[src/rtl/mem_pckg.sv]
// rtl/mem_pckg.sv - shared state encoding and default parameters for the stream read engine
package mem_pckg;

    typedef enum logic [1:0] {
        IDLE  = 2'd0,
        ISSUE = 2'd1,
        DRAIN = 2'd2
    } rd_state_e;

    localparam int DEF_RD_LAT     = 3;
    localparam int DEF_FIFO_DEPTH = 8;

endpackage

[src/rtl/sync_fifo.sv]
// rtl/sync_fifo.sv - single-clock FIFO with occupancy count
module sync_fifo #(
    parameter  int WDT   = 8,
    parameter  int DEPTH = 8,
    localparam int CNT_W = $clog2(DEPTH + 1),
    localparam int AW    = $clog2(DEPTH)
) (
    input  logic             clk,
    input  logic             rst_n,
    input  logic             push,
    input  logic [WDT-1:0]   din,
    input  logic             pop,
    output logic [WDT-1:0]   dout,
    output logic             full,
    output logic             empty,
    output logic [CNT_W-1:0] count
);

    logic [WDT-1:0] mem [DEPTH];
    logic [AW-1:0]  wr_ptr;
    logic [AW-1:0]  rd_ptr;
    logic           do_push;
    logic           do_pop;

    assign full    = (count == CNT_W'(DEPTH));
    assign empty   = (count == '0);
    assign do_pop  = pop && !empty;
    // A full FIFO can still take a word when one leaves in the same cycle.
    assign do_push = push && (!full || do_pop);
    assign dout    = mem[rd_ptr];

    always_ff @(posedge clk) begin
        if (do_push) begin
            mem[wr_ptr] <= din;
        end
    end

    always_ff @(posedge clk or negedge rst_n) begin
        if (!rst_n) begin
            wr_ptr <= '0;
            rd_ptr <= '0;
            count  <= '0;
        end else begin
            if (do_push) begin
                wr_ptr <= wr_ptr + AW'(1);
            end
            if (do_pop) begin
                rd_ptr <= rd_ptr + AW'(1);
            end
            case ({do_push, do_pop})
                2'b10:   count <= count + CNT_W'(1);
                2'b01:   count <= count - CNT_W'(1);
                default: count <= count;
            endcase
        end
    end

endmodule

[src/rtl/mem_stream_rd.sv]
// rtl/mem_stream_rd.sv - burst reader turning fixed-latency memory reads into a word stream
module mem_stream_rd
    import mem_pckg::*;
#(
    parameter int DATA_WDT   = 64,
    parameter int ADDR_WDT   = 12,
    parameter int LEN_WDT    = 13,
    parameter int RD_LAT     = DEF_RD_LAT,
    parameter int FIFO_DEPTH = DEF_FIFO_DEPTH
) (
    input  logic                clk,
    input  logic                rst_n,
    input  logic                cmd_valid,
    output logic                cmd_ready,
    input  logic [ADDR_WDT-1:0] cmd_addr,
    input  logic [LEN_WDT-1:0]  cmd_len,
    output logic                mem_rd_en,
    output logic [ADDR_WDT-1:0] mem_rd_addr,
    input  logic [DATA_WDT-1:0] mem_rd_data,
    output logic                dout_valid,
    input  logic                dout_ready,
    output logic [DATA_WDT-1:0] dout_data,
    output logic                dout_last,
    output logic                busy
);

    localparam int CNT_W = $clog2(FIFO_DEPTH + 1);

    rd_state_e           state;
    rd_state_e           state_nxt;
    logic [ADDR_WDT-1:0] addr_q;
    logic [LEN_WDT-1:0]  remain_q;
    logic [CNT_W-1:0]    inflight_q;
    logic [CNT_W-1:0]    fifo_count;
    logic [CNT_W:0]      occupancy;
    logic [RD_LAT-1:0]   vld_sr;
    logic [RD_LAT-1:0]   last_sr;
    logic                out_en_q;
    logic                accept;
    logic                start;
    logic                issue;
    logic                ret;
    logic                credit_ok;
    logic                last_issue;
    logic                fifo_full;
    logic                fifo_empty;
    logic [DATA_WDT:0]   fifo_dout;

    // Every word already issued or buffered holds a FIFO slot, so the FIFO cannot overflow.
    assign occupancy  = {1'b0, inflight_q} + {1'b0, fifo_count};
    assign credit_ok  = occupancy < (CNT_W + 1)'(FIFO_DEPTH);
    assign accept     = cmd_valid && cmd_ready;
    assign start      = accept && (cmd_len != '0);
    assign last_issue = (remain_q == LEN_WDT'(1));
    assign ret        = vld_sr[RD_LAT-1];

    always_comb begin
        state_nxt = state;
        issue     = 1'b0;
        case (state)
            IDLE: begin
                if (start) begin
                    state_nxt = ISSUE;
                end
            end
            ISSUE: begin
                issue = credit_ok;
                if (issue && last_issue) begin
                    state_nxt = DRAIN;
                end
            end
            DRAIN: begin
                if ((inflight_q == '0) && fifo_empty) begin
                    state_nxt = IDLE;
                end
            end
            default: state_nxt = IDLE;
        endcase
    end

    always_ff @(posedge clk or negedge rst_n) begin
        if (!rst_n) begin
            state      <= IDLE;
            out_en_q   <= 1'b0;
            addr_q     <= '0;
            remain_q   <= '0;
            inflight_q <= '0;
            vld_sr     <= '0;
            last_sr    <= '0;
        end else begin
            state    <= state_nxt;
            out_en_q <= 1'b1;
            if (state == IDLE && start) begin
                addr_q   <= cmd_addr;
                remain_q <= cmd_len;
            end else if (issue) begin
                addr_q   <= addr_q + ADDR_WDT'(1);
                remain_q <= remain_q - LEN_WDT'(1);
            end
            case ({issue, ret})
                2'b10:   inflight_q <= inflight_q + CNT_W'(1);
                2'b01:   inflight_q <= inflight_q - CNT_W'(1);
                default: inflight_q <= inflight_q;
            endcase
            vld_sr[0]  <= issue;
            last_sr[0] <= issue && last_issue;
            for (int i = 1; i < RD_LAT; i++) begin
                vld_sr[i]  <= vld_sr[i-1];
                last_sr[i] <= last_sr[i-1];
            end
        end
    end

    sync_fifo #(
        .WDT   (DATA_WDT + 1),
        .DEPTH (FIFO_DEPTH)
    ) u_fifo (
        .clk   (clk),
        .rst_n (rst_n),
        .push  (ret),
        .din   ({last_sr[RD_LAT-1], mem_rd_data}),
        .pop   (dout_ready),
        .dout  (fifo_dout),
        .full  (fifo_full),
        .empty (fifo_empty),
        .count (fifo_count)
    );

    assign cmd_ready   = out_en_q && (state == IDLE);
    assign busy        = (state != IDLE);
    assign mem_rd_en   = issue;
    assign mem_rd_addr = addr_q;
    assign dout_valid  = !fifo_empty;
    assign dout_data   = fifo_dout[DATA_WDT-1:0];
    // The storage array is not reset, so the tag is masked until a word is really present.
    assign dout_last   = fifo_dout[DATA_WDT] && !fifo_empty;

`ifndef SYNTHESIS
    if (FIFO_DEPTH < RD_LAT + 1) begin : g_depth_chk
        $error("mem_stream_rd: FIFO_DEPTH must be at least RD_LAT+1");
    end
    if ((FIFO_DEPTH & (FIFO_DEPTH - 1)) != 0) begin : g_pow2_chk
        $error("mem_stream_rd: FIFO_DEPTH must be a power of 2");
    end

    a_no_push_full: assert property (@(posedge clk) disable iff (!rst_n) !(ret && fifo_full))
        else $error("mem_stream_rd: return pushed into a full FIFO");
`endif

endmodule

[config.mk]
export PLATFORM = sky130hd
export DESIGN_NAME = mem_stream_rd
export DESIGN_NICKNAME = d
export VERILOG_FILES = /design/src/rtl/mem_pckg.sv /design/src/rtl/sync_fifo.sv /design/src/rtl/mem_stream_rd.sv
export SDC_FILE = /design/constraint.sdc
export NUM_CORES = 1
export LEC_CHECK = 0
export ABC_AREA = 1
export CORE_AREA = 2 2 260 262
export DETAILED_ROUTE_END_ITERATION = 10
export DIE_AREA = 0 0 262 264
export DONT_BUFFER_PORTS = 1
export SLEW_MARGIN = 20
export SYNTH_ARGS = -nofsm -noshare
export SYNTH_HDL_FRONTEND = slang
export SYNTH_SLANG_ARGS = --single-unit
[constraint.sdc]
create_clock -name clk -period 5.5 [get_ports clk]
set_input_delay 1.1 -clock clk [delete_from_list [all_inputs] [get_ports clk]]
set_output_delay 1.1 -clock clk [all_outputs]
set_load 0.005 [all_outputs]
==> results_tabular.tex <==
\begin{tabular}{lr}
\hline
Metric & Value \\
\hline
\multicolumn{2}{l}{\textbf{Global routing}} \\
\quad Largest net degree at the start of global routing & 204 \\
\quad Via count of the first global-routing pass & 14,300 \\
\quad GRT Overall Usage & 15.9\% \\
\quad Remaining global-route overflow & 0 \\
\quad Number of antenna violations at the first check in global routing & 0 \\
\quad Global-route wire length before repair & 84,300 um \\
\multicolumn{2}{l}{\textbf{Clock tree}} \\
\quad Clock transition at the register clock pins on the worst setup and hold paths after CTS & 60 ps \\
\quad Clock tree root driver cell & sky130\_fd\_sc\_hd\_\_clkbuf\_16 \\
\quad Clock tree from TritonCTS & done \\
\quad Number of post-CTS setup repair buffers & 0 \\
\quad Count of clock tree sinks & 568 \\
\quad Insertion delay to the later sink of the worst-skew pair & 620 ps \\
\quad CTS hold repair buffers & 0 \\
\quad Maximum level of the CTS H-tree & 2 \\
\quad Number of buffers created by CTS & 60 \\
\quad Count of instances resized after the clock tree is built & 0 \\
\quad Number of buffers between clock root and the deepest sink & 3 \\
\multicolumn{2}{l}{\textbf{Worst setup path}} \\
\quad Critical path endpoint category & primary output \\
\quad Worst setup path class & flop to primary output \\
\quad Worst path required time & 4400 ps \\
\quad Arrival time reported for the critical path endpoint & 3390 ps \\
\quad Largest fanout of any net on the critical path & 69 \\
\quad Startpoint type of the worst setup path & flop \\
\multicolumn{2}{l}{\textbf{Pwr}} \\
\quad Clock network fraction of total power & 28.9\% \\
\quad Power density relative to cell area & roughly 550 nW/um2 \\
\quad Int Pwr & a little over 9 mW \\
\quad Share of power burned in registers & 40.7\% \\
\quad Standby leakage power & 9.03 nW \\
\quad Peak supply drop & 0.387 mV \\
\quad Net switching component of the power & 5.27 mW \\
\quad Switching part of the total power & 36.8\% \\
\quad Share of power burned in combinational logic & 30.4\% \\
\multicolumn{2}{l}{\textbf{Timing}} \\
\quad Crit share post-route & 81.6\% \\
\quad Setup-failing EPs final & 0 \\
\quad Peak Freq & 223 MHz \\
\quad Slew margin rel. & 28.3\% \\
\quad Final worst path period need & 4490 ps \\
\quad Final Hold Viols & 0 \\
\quad Smallest hold slack & 169 ps \\
\quad Max-slew violations & 0 \\
\quad Setup Skew & around 12 ps \\
\quad Unrepaired setup endpoints after global routing & no \\
\quad Final total negative setup slack & 0 ps \\
\quad Worst slew pin tran & 1070 ps \\
\multicolumn{2}{l}{\textbf{Synth}} \\
\quad Proportion of register bits with asynchronous set or reset after synthesis & 8.45\% \\
\quad Number of synthesized flops with an enable pin & 520 \\
\quad Distinct cell type count after synthesis & 36 \\
\quad Largest family of logic cells by synthesized area & simple AND/OR/NAND/NOR gates \\
\quad Simple-gate area share of the yosys netlist & 12.9\% \\
\quad Post-synthesis instance total & 1,936 \\
\quad Cell area after synthesis & 23,000 um2 \\
\quad Most instantiated flip-flop cell in the synthesis netlist & sky130\_fd\_sc\_hd\_\_edfxtp\_1 \\
\quad Area share of xor/xnor cells in the synthesized design & 0.761\% \\
\quad Avg Inst Size Synth & 11.9 um2 \\
\quad Complex-gate fraction of the synthesized area & 9.47\% \\
\quad Share of the yosys chip area belonging to registers & 73.1\% \\
\quad Synth warnings & 0 \\
\quad Fraction of synthesized area in multiplexers & 0\% \\
\quad Cell types occupying the most area after synthesis & sky130\_fd\_sc\_hd\_\_edfxtp\_1 68\%, sky130\_fd\_sc\_hd\_\_nor2\_1 6.2\%, sky130\_fd\_sc\_hd\_\_o21ai\_0 5.5\%, sky130\_fd\_sc\_hd\_\_dfrtp\_1 5.2\%, sky130\_fd\_sc\_hd\_\_nand2\_1 5.2\% \\
\quad Post-synthesis cell type with the largest combined area & sky130\_fd\_sc\_hd\_\_edfxtp\_1 \\
\quad Seq cells post-synth & 568 \\
\quad Post-synthesis adder-cell area fraction & 0.848\% \\
\quad Yosys top cell area share & 67.8\% \\
\quad Post-synthesis net count & 2,044 \\
\multicolumn{2}{l}{\textbf{Floorplanning}} \\
\quad Width of the die & between 200 and 300 um \\
\quad Die outline height & roughly 260 um \\
\quad Number of I/O pins & 174 \\
\quad Effective utilization at floorplan & 34.6\% \\
\quad Number of standard-cell rows in the floorplan & 95 \\
\quad Core Region & 66,600 um2 \\
\quad Die footprint & between 60,000 and 70,000 um2 \\
\multicolumn{2}{l}{\textbf{Drt}} \\
\quad DR vias/cell & 5.02 \\
\quad Post-route ant nets & 0 \\
\quad DRC violations left & 0 \\
\quad 1st-pass router iterations & 5 \\
\quad Drt initial violations & between 900 and 1,000 \\
\quad Final Routed Wirelength & approximately 55,000 um \\
\quad Total number of vias & 14,300 \\
\quad Average routed wire per standard cell & 19.5 um \\
\multicolumn{2}{l}{\textbf{Place}} \\
\quad Input/output buffers & 0 \\
\quad Global placement routability congestion & $\sim$0.78 \\
\quad Final HPWL from detailed placement & 29,700 um \\
\multicolumn{2}{l}{\textbf{Cells and area}} \\
\quad NumNets Final & 2,024 \\
\quad Share of post-route cells with drive strength above 1 & 7.13\% \\
\quad Commonest cells after routing, fill and taps aside & 520 x sky130\_fd\_sc\_hd\_\_edfxtp\_1, 373 x sky130\_fd\_sc\_hd\_\_nor2\_1, 318 x sky130\_fd\_sc\_hd\_\_nand2\_1, 252 x sky130\_fd\_sc\_hd\_\_o21ai\_0, 73 x sky130\_fd\_sc\_hd\_\_a21oi\_1 \\
\quad Area added between synthesis and finish & 12.8\% \\
\quad Leading cell type in the layout, fill and taps excluded & sky130\_fd\_sc\_hd\_\_edfxtp\_1 \\
\multicolumn{2}{l}{\textbf{Job}} \\
\quad Max cap viols & 0 \\
\multicolumn{2}{l}{\textbf{Run status}} \\
\quad Run status & complete, no violations \\
\multicolumn{2}{l}{\textbf{Worst hold path}} \\
\quad Class of the tightest hold or removal check & primary input to asynchronous set/reset pin \\
\hline
\end{tabular}
## per-stage QoR
stage	power, mW	instance area (um2)	utilization [%]	worst slack, ps	std cells
after global routing	15.3	26000	39.0	761	2837
final	14.3	26000	39.0	1010	2838
after global placement	10.2	23900	35.9	1630	2727
after floorplan	8.98	23000	-	703	1936
after detailed placement	10.4	23900	35.9	1630	2727
after CTS	14.5	25900	39.0	934	2837
## power groups by stage
stage	clock network, mW	logic, mW	registers, mW
finish	4.13	4.36	5.83
detailed placement	0	4.44	5.92
floorplan	0	3.24	5.75
global route	4.39	4.97	5.90
CTS	4.23	4.45	5.83
global placement	0	4.35	5.89
## logic make-up (layout without fill, tap and decap cells)
group	count (synthesis)	in the layout
flip-flops	568	568
AND/OR/NAND/NOR	759	759
AO/OA/AOI/OAI	418	418
XOR/XNOR	20	20
buffers and inverters	155	183
other	1	2
adder cells (fa/ha/maj)	15	15
## flip-flops by register name, indices dropped and copies added, names as in the netlist
signal and count:
inflight_q 4, u_fifo.rd_ptr 3, remain_q 13, u_fifo.mem 520, vld_sr 3, u_fifo.count 4, u_fifo.wr_ptr 3, mem_rd_addr 12
state 2, last_sr 3, out_en_q 1
## final timing paths
check / startpoint / to / slack [ps] / cells past startpoint
min: rst_n / mem_rd_addr[8] / 170 / 0
max reg2reg: u_fifo.count[3] / u_fifo.mem[3][59] / 2640 / 8
min reg2reg: last_sr[1] / last_sr[2] / 340 / 0
max in group asynchronous: rst_n / u_fifo.rd_ptr[0] / 5200 / 0
min in group clk: last_sr[1] / last_sr[2] / 340 / 0
max: u_fifo.rd_ptr[1] / dout_data[53] / 1010 / 5
## cells in the mapped netlist, types with 2 or more instances
| library cell | instances |
|---|---|
| sky130_fd_sc_hd__edfxtp_1 | 520 |
| sky130_fd_sc_hd__buf_6 | 4 |
| sky130_fd_sc_hd__inv_4 | 2 |
| sky130_fd_sc_hd__nand2_1 | 318 |
| sky130_fd_sc_hd__clkbuf_1 | 59 |
| sky130_fd_sc_hd__nor3_1 | 3 |
| sky130_fd_sc_hd__dfrtp_1 | 48 |
| sky130_fd_sc_hd__nand4_1 | 6 |
| sky130_fd_sc_hd__o21ai_0 | 252 |
| sky130_fd_sc_hd__ha_1 | 14 |
| sky130_fd_sc_hd__buf_4 | 4 |
| sky130_fd_sc_hd__clkinv_1 | 2 |
| sky130_fd_sc_hd__a31oi_1 | 64 |
| sky130_fd_sc_hd__buf_2 | 35 |
| sky130_fd_sc_hd__nand3b_1 | 3 |
| sky130_fd_sc_hd__nor2_1 | 381 |
| sky130_fd_sc_hd__xnor2_1 | 3 |
| sky130_fd_sc_hd__o21ai_1 | 24 |
| sky130_fd_sc_hd__or2_2 | 2 |
| sky130_fd_sc_hd__xor2_1 | 17 |
| sky130_fd_sc_hd__nand3_1 | 40 |
| sky130_fd_sc_hd__buf_1 | 3 |
| sky130_fd_sc_hd__o22ai_1 | 3 |
| sky130_fd_sc_hd__inv_1 | 45 |
| sky130_fd_sc_hd__a21oi_1 | 73 |
## layout make-up
| type | count | area [um2] |
|---|---|---|
| Fill cell | 6277 | 40600 |
| Sequential cell | 568 | 16800 |
| Multi-Input combinational cell | 1213 | 5590 |
| Clock buffer | 70 | 1560 |
| Tap cell | 873 | 1090 |
| Clock inverter | 40 | 459 |
| Timing Repair Buffer | 23 | 223 |
| Inverter | 50 | 206 |
| Antenna cell | 1 | 2.50 |
## critical path: stages, from the launching register on
cell and delay, ps:
sky130_fd_sc_hd__dfrtp_4 1010, sky130_fd_sc_hd__inv_4 540, sky130_fd_sc_hd__buf_4 450, sky130_fd_sc_hd__nor2_1 150, sky130_fd_sc_hd__o21ai_0 90, sky130_fd_sc_hd__a31oi_1 460
## per-layer routing
layer | vias up | part of all wire (%) | global-route usage (%)
met2 | 330 | 48 | 26.8
met3 | 75 | 6.5 | 3.86
met4 | 0 | 2.3 | 4.72
li1 | 6782 | - | -
met5 | - | 0 | 0
met1 | 7064 | 43 | 20.1
Note: power is estimated with default switching activity, not from simulation.
